`src/rtl/led_colour_driver.sv`:
```
`default_nettype none
// ============================================================================
// Module   : led_colour_driver
// Brief    : Decodes a 3-bit RGB colour code into per-channel PWM drive at a
//            programmable brightness. Updates take effect only at PWM period
//            boundaries. Optional macro LED_FADE_EN ramps brightness 1 LSB/period.
// Revision : 1.0 - initial release
// ============================================================================
module led_colour_driver #(
  parameter int PWM_W    = 8,
  parameter int PRESCALE = 4
) (
  input  logic             clk,
  input  logic             rst_n,
  input  logic [2:0]       colour,
  input  logic [PWM_W-1:0] duty,
  input  logic             err_clr,
  output logic [2:0]       rgb,
  output logic             upd,
  output logic             err
);

  localparam int              PS_W    = $clog2(PRESCALE) + 1;
  localparam logic [PS_W-1:0] PS_LAST = PS_W'(PRESCALE - 1);
  localparam logic [PWM_W-1:0] CNT_MAX = '1;

  logic [PS_W-1:0]  presc;
  logic [PWM_W-1:0] cnt;
  logic [2:0]       colour_q;
  logic [PWM_W-1:0] duty_q;

  logic tick;
  logic bnd;
  logic colour_bad;
  logic on;

  assign tick       = (presc == PS_LAST);
  assign bnd        = tick && (cnt == CNT_MAX);
  assign colour_bad = (colour == 3'b000) || (colour == 3'b111);
  assign on         = (duty_q == CNT_MAX) || (cnt < duty_q);

  always_ff @(posedge clk or negedge rst_n) begin
    if (!rst_n) begin
      presc <= '0;
      cnt   <= '0;
    end else if (tick) begin
      presc <= '0;
      cnt   <= cnt + PWM_W'(1);
    end else begin
      presc <= presc + PS_W'(1);
    end
  end

  // Colour, brightness and the change pulse are all decided at the boundary only.
  always_ff @(posedge clk or negedge rst_n) begin
    if (!rst_n) begin
      colour_q <= 3'b001;
      upd      <= 1'b0;
    end else begin
      upd <= 1'b0;
      if (bnd && !colour_bad) begin
        colour_q <= colour;
        upd      <= (colour != colour_q);
      end
    end
  end

  always_ff @(posedge clk or negedge rst_n) begin
    if (!rst_n) begin
      duty_q <= '0;
    end else if (bnd) begin
`ifdef LED_FADE_EN
      if (duty > duty_q) begin
        duty_q <= duty_q + PWM_W'(1);
      end else if (duty < duty_q) begin
        duty_q <= duty_q - PWM_W'(1);
      end
`else
      duty_q <= duty;
`endif
    end
  end

  // A new invalid code wins over a simultaneous clear.
  always_ff @(posedge clk or negedge rst_n) begin
    if (!rst_n) begin
      err <= 1'b0;
    end else if (bnd && colour_bad) begin
      err <= 1'b1;
    end else if (err_clr) begin
      err <= 1'b0;
    end
  end

  always_ff @(posedge clk or negedge rst_n) begin
    if (!rst_n) begin
      rgb <= 3'b000;
    end else begin
      rgb <= colour_q & {3{on}};
    end
  end

endmodule
`default_nettype wire
```
`config.mk`:
```
export PLATFORM = sky130hd
export DESIGN_NAME = led_colour_driver
export DESIGN_NICKNAME = d
export VERILOG_FILES = /design/src/rtl/led_colour_driver.sv
export SDC_FILE = /design/constraint.sdc
export NUM_CORES = 1
export LEC_CHECK = 0
export BUFFER_PORTS_ARGS = -buffer_cell sky130_fd_sc_hd__buf_4
export CAP_MARGIN = 10
export CELL_PAD_IN_SITES_DETAIL_PLACEMENT = 1
export CELL_PAD_IN_SITES_GLOBAL_PLACEMENT = 2
export CORE_MARGIN = 3
export CORE_UTILIZATION = 37
export DETAILED_ROUTE_END_ITERATION = 8
export PLACE_DENSITY = 0.81
export SLEW_MARGIN = 0
export SYNTH_ARGS = -nofsm -noshare
export SYNTH_HDL_FRONTEND = slang
export SYNTH_SLANG_ARGS = --single-unit
```
`constraint.sdc`:
```
create_clock -name clk -period 2.25 [get_ports clk]
set_input_delay 0.1125 -clock clk [delete_from_list [all_inputs] [get_ports clk]]
set_output_delay 0.1125 -clock clk [all_outputs]
set_load 0.05 [all_outputs]
```
## Yosys cells after proc, flatten, opt, wreduce, memory -nomap -nowiden

Cells that the tools add are included.

- Add/sub/neg operators: 2
- $lt $le $gt $ge: 1
- Bitwise gates (word level): 1
- Reductions and logical operators: 8
- Multiplexer cells: 4
- Equal/unequal tests: 5

Operator list:

| kind | number |
|---|---|
| $eq 8x8->1 const B | 2 |
| $add 8x1->8 const B | 1 |
| $lt 8x8->1 | 1 |
| $add 3x1->3 const B | 1 |
| $and 3x3->3 | 1 |
| $eq 3x2->1 const B | 1 |
| $eq 3x3->1 const B | 1 |
| $logic_and 1x1->1 | 3 |
| $logic_not 3->1 | 1 |
| $mux 1 | 3 |
| $mux 3 | 1 |
| $ne 3x3->1 | 1 |
| $logic_or 1x1->1 | 2 |
| $reduce_bool 2->1 | 1 |
| $logic_not 1->1 | 1 |

- Register bits after elaboration: 27
- Input bits: 14
- Word-level logic and storage cells: 28

## Depth between registers and ports, before layout

- Depth in word-level cells: 5
- Gate-level depth with buffers: 5
- Depth with buffers taken out: 5

## Least setup slack after synthesis

Ideal clock, no wire load.

- Path type: flip-flop to flip-flop
- Start point: register cnt[7]
- End point: register rgb[0]
- Buffers on the path: 0
- Period minus slack after synthesis: 1618 ps
- Arrival: 1466 ps
- Setup time: 152 ps
- Stages on the path, launching flop included: 5
- Slack: 632 ps
- Cells stage by stage: dfrtp_1 ha_1 nand4_1 a2111oi_0 nor3b_1

- Word-level cells in the longest chain between the ends: 3

RTL lines:

| element | line | text |
|---|---|---|
| from (decl) | 28 | `logic [PWM_W-1:0] cnt;` |
| from (signal assigned) | 48 | `cnt <= cnt + PWM_W'(1);` |
| $lt 8x8->1 | 40 | `assign on = (duty_q == CNT_MAX) \|\| (cnt < duty_q);` |
| $logic_or 1x1->1 | 40 |  |
| $and 3x3->3 | 99 | `rgb <= colour_q & {3{on}};` |
| to (signal assigned) | 99 |  |
| to (decl) | 18 | `output logic [2:0] rgb,` |

Every way passes these cells.
A chain may end at the register's enable or synchronous reset.

## Final worst setup path

- Start point: register cnt[0]
- End point: register colour_q[2]

- Word-level cells in the longest chain between the ends: 3

RTL lines:

| element | line | text |
|---|---|---|
| $eq 8x8->1 | 38 | `assign bnd = tick && (cnt == CNT_MAX);` |
| $logic_and 1x1->1 | 38 |  |
| $logic_and 1x1->1 | 61 | `if (bnd && !colour_bad) begin` |
| to (signal assigned) | 62 | `colour_q <= colour;` |
| to (decl) | 29 | `logic [2:0] colour_q;` |

Every way passes these cells.

==> reports/qor.csv <==
stage;metric;value;unit
sta;final setup vio count;0;
clocking;clock buffer depth;2;
global_route;met3 GRT Util;2.66;%
final_layout;# diodes;0;
yosys;top cell type by total area after synthesis;dfrtp_1;
worst_setup_path;r2r setup slk;520;ps
yosys;top cell type's share of synthesized area;46.8;%
route;DRC Markers;0;
worst_setup_path;Reg2Reg Depth;5;
worst_setup_path;Critical Path End Type;flip-flop;
worst_setup_path;arrival time at the worst endpoint;1880;ps
route;DR vias;981;
worst_hold_path;hold depth;2;
clocking;TritonCTS clock tree;yes;
global_route;initial antenna violation count;0;
sta;Clock Skew;1.89;ps
yosys;Synth area leaders;dfrtp_1, ha_1, mux2_2;
yosys;Syn Area/Cell;11.2;µm²
worst_setup_path;Critical Setup Path Class;flip-flop to flip-flop;
die;Initial Util;40.1;%
global_route;GRT overflow;0;
yosys;Mapped Cells;124;
sta;Final Hold Fails;0;
route;antenna viol nets, final;0;
final_layout;Area growth, synth to finish;16.4;%
power;PwrDens;521;nW/µm²
placement;GPL Wtd Cong;0.789;
worst_setup_path;nature of the critical path startpoint;flip-flop;
route;Iter 0 DRT Violations;21;
placement;placed cell areas;1560;µm²
die;die area;4530;µm²
clocking;Num Clock Sinks;27;
global_route;GR Util met2;22.0;%
final_layout;fin util;46.6;%
die;Die H;67.3;µm
sta;fin crit share;76.9;%
power;static leakage;0.745;nW
route;drt wl/cell;15.0;µm
sta;pin slew with the least headroom to its limit;379;ps
sta;Final min period;1730;ps
worst_setup_path;critical path data required time;2400;ps
final_layout;Final #Nets;167;
global_route;vias in the first global route;1008;
final_layout;design area;1620;µm²
worst_setup_path;Critical Path Fanout Max;17;
placement;dpl cells;184;
die;# rows;21;
placement;Placement Setup Slack;544;ps
die;CORE AREA;3470;µm²
die;I/O pin cnt;19;
clocking;clk_lat worst skew;270;ps
sta;setup ws final;520;ps
clocking;CTS clk-pin slew, worst paths;90;ps
sta;Max Slew Vio Count;0;
route;WL final;2840;µm
worst_hold_path;Hold Path Class;input pin to flip-flop;
clocking;CTS Buf Count;3;
power;maximum VDD drop;0.312;mV
sta;setup TNS;0;ps
yosys;Synth cell types;35;
final_layout;final cell count without fillers;189;
power;PnR Total Power;0.842;mW
clocking;Max H-tree Level;1;
global_route;GR peak layer;met2;
clocking;post-CTS resize count;0;
clocking;clk root buf;clkbuf_8;
sta;slew margin rel.;74.1;%
yosys;FF+latch count, synth;27;
route;Vias/cell;5.19;
yosys;Seq/Total Area, Yosys;48.7;%
yosys;Cell Area, Synth;1390;µm²
route;first drt pass iteration count;4;
sta;RSZ-0062 raised after global routing;no;
yosys;Syn Nets;147;
die;die span in x;67.3;µm
global_route;global-route wire length before repair;4930;µm
placement;DP Wirelength;2190;µm
global_route;GRT Resource Usage Total;14.3;%
sta;fmax;578;MHz
placement;PortBufs;18;
sta;WHS;31.9;ps
status;status;complete, no violations;
final_layout;share of post-route cells with drive strength above 1;25.2;%
job;# Max-Cap Violations;0;
yosys;Yosys warning count;0;
global_route;grt met1 use;20.4;%
global_route;largest net degree at the start of global routing;28;
## report_power, final
group	switching, mW	internal [mW]
Combinational	0.0378	0.0338
Sequential	0.00674	0.493
Clock	0.144	0.127
## logic make-up (layout without fill, tap and decap cells)
group | count (synthesis) | count (layout) | share of synthesized area (%)
multiplexers | 9 | 9 | 7.29
AND/OR/NAND/NOR | 40 | 40 | 17.9
buffers and inverters | 14 | 33 | 4.41
adder cells (fa/ha/maj) | 9 | 9 | 8.10
XOR/XNOR | 7 | 7 | 4.41
AO/OA/AOI/OAI | 18 | 18 | 9.18
flip-flops | 27 | 27 | 48.7
## final cells by class
type                       instances  area [µm²]
timing repair buffer              20         153
fill                             384        1850
sequential                        27         677
clock buffer                       4        45.0
multi-input combinational         83         652
tap                               46        57.6
inverter                           9        33.8
## repair_timing
| action | CTS | global route |
|---|---|---|
| endpoints found under the hold margin | 26 | 0 |
| hold buffers | 1 | 0 |
| setup endpoints to repair | 0 | 0 |
| setup buffers | 0 | 0 |
## final timing paths
check | start | end
worst max-delay path | cnt[0] | colour_q[2]
worst min-delay path | err_clr | err
worst max register to register | cnt[0] | colour_q[2]
worst min register to register | presc[0] | presc[0]
max in group asynchronous | rst_n | colour_q[0]
min in group asynchronous | rst_n | cnt[3]
## worst max-delay path, cell delays in order, from the launching register on
cell     delay [ps]
dfrtp_1         410
ha_1            180
and4b_2         280
nand4_4         280
nor3b_1         360
nor4_1          100
## layout by cell type, fill, tap and decap left out, types with 2 or more instances in the layout
cell type,n
o21ai_0,6
nand2_1,5
clkbuf_8,3
nor2_1,7
dfrtp_1,26
mux2_2,9
nand4_1,5
a211o_1,3
nand3_1,2
nor3b_1,5
xnor2_1,4
nor2b_1,3
buf_4,19
a31oi_1,2
xor2_1,3
inv_1,9
nor3_1,2
a2111oi_0,2
nand2b_1,3
ha_1,9
## metal layers
| metal | part of all wire [%] | routed length [µm] |
|---|---|---|
| met3 | 3.3 | 94 |
| met1 | 50 | 1420 |
| met5 | 0 | 0 |
| met2 | 46 | 1310 |
| met4 | 0.35 | 10 |
## flip-flops by register name, summed over array words and instances, names as in the netlist
signal    count
err           1
duty_q        8
rgb           3
presc         3
upd           1
colour_q      3
cnt           8
## synth_stat cells
cell and n:
a2111oi_0 2, a2111oi_2 1, a211o_1 3, a21oi_1 1, a31oi_1 2, and3_1 1
and3_2 1, and4b_2 1, buf_2 1, buf_6 1, clkbuf_1 3, dfrtp_1 26
dfstp_2 1, ha_1 9, inv_1 9, mux2_2 9, nand2_1 5, nand2b_1 3
nand3_1 2, nand3b_1 1, nand4_1 5, nand4_4 1, nand4b_1 1, nor2_1 7
nor2b_1 3, nor3_1 2, nor3b_1 5, nor4_1 1, nor4b_1 1, o211ai_1 1
o21ai_0 6, o22ai_1 1, o31ai_1 1, xnor2_1 4, xor2_1 3
Power figures use the tool's default switching activity.
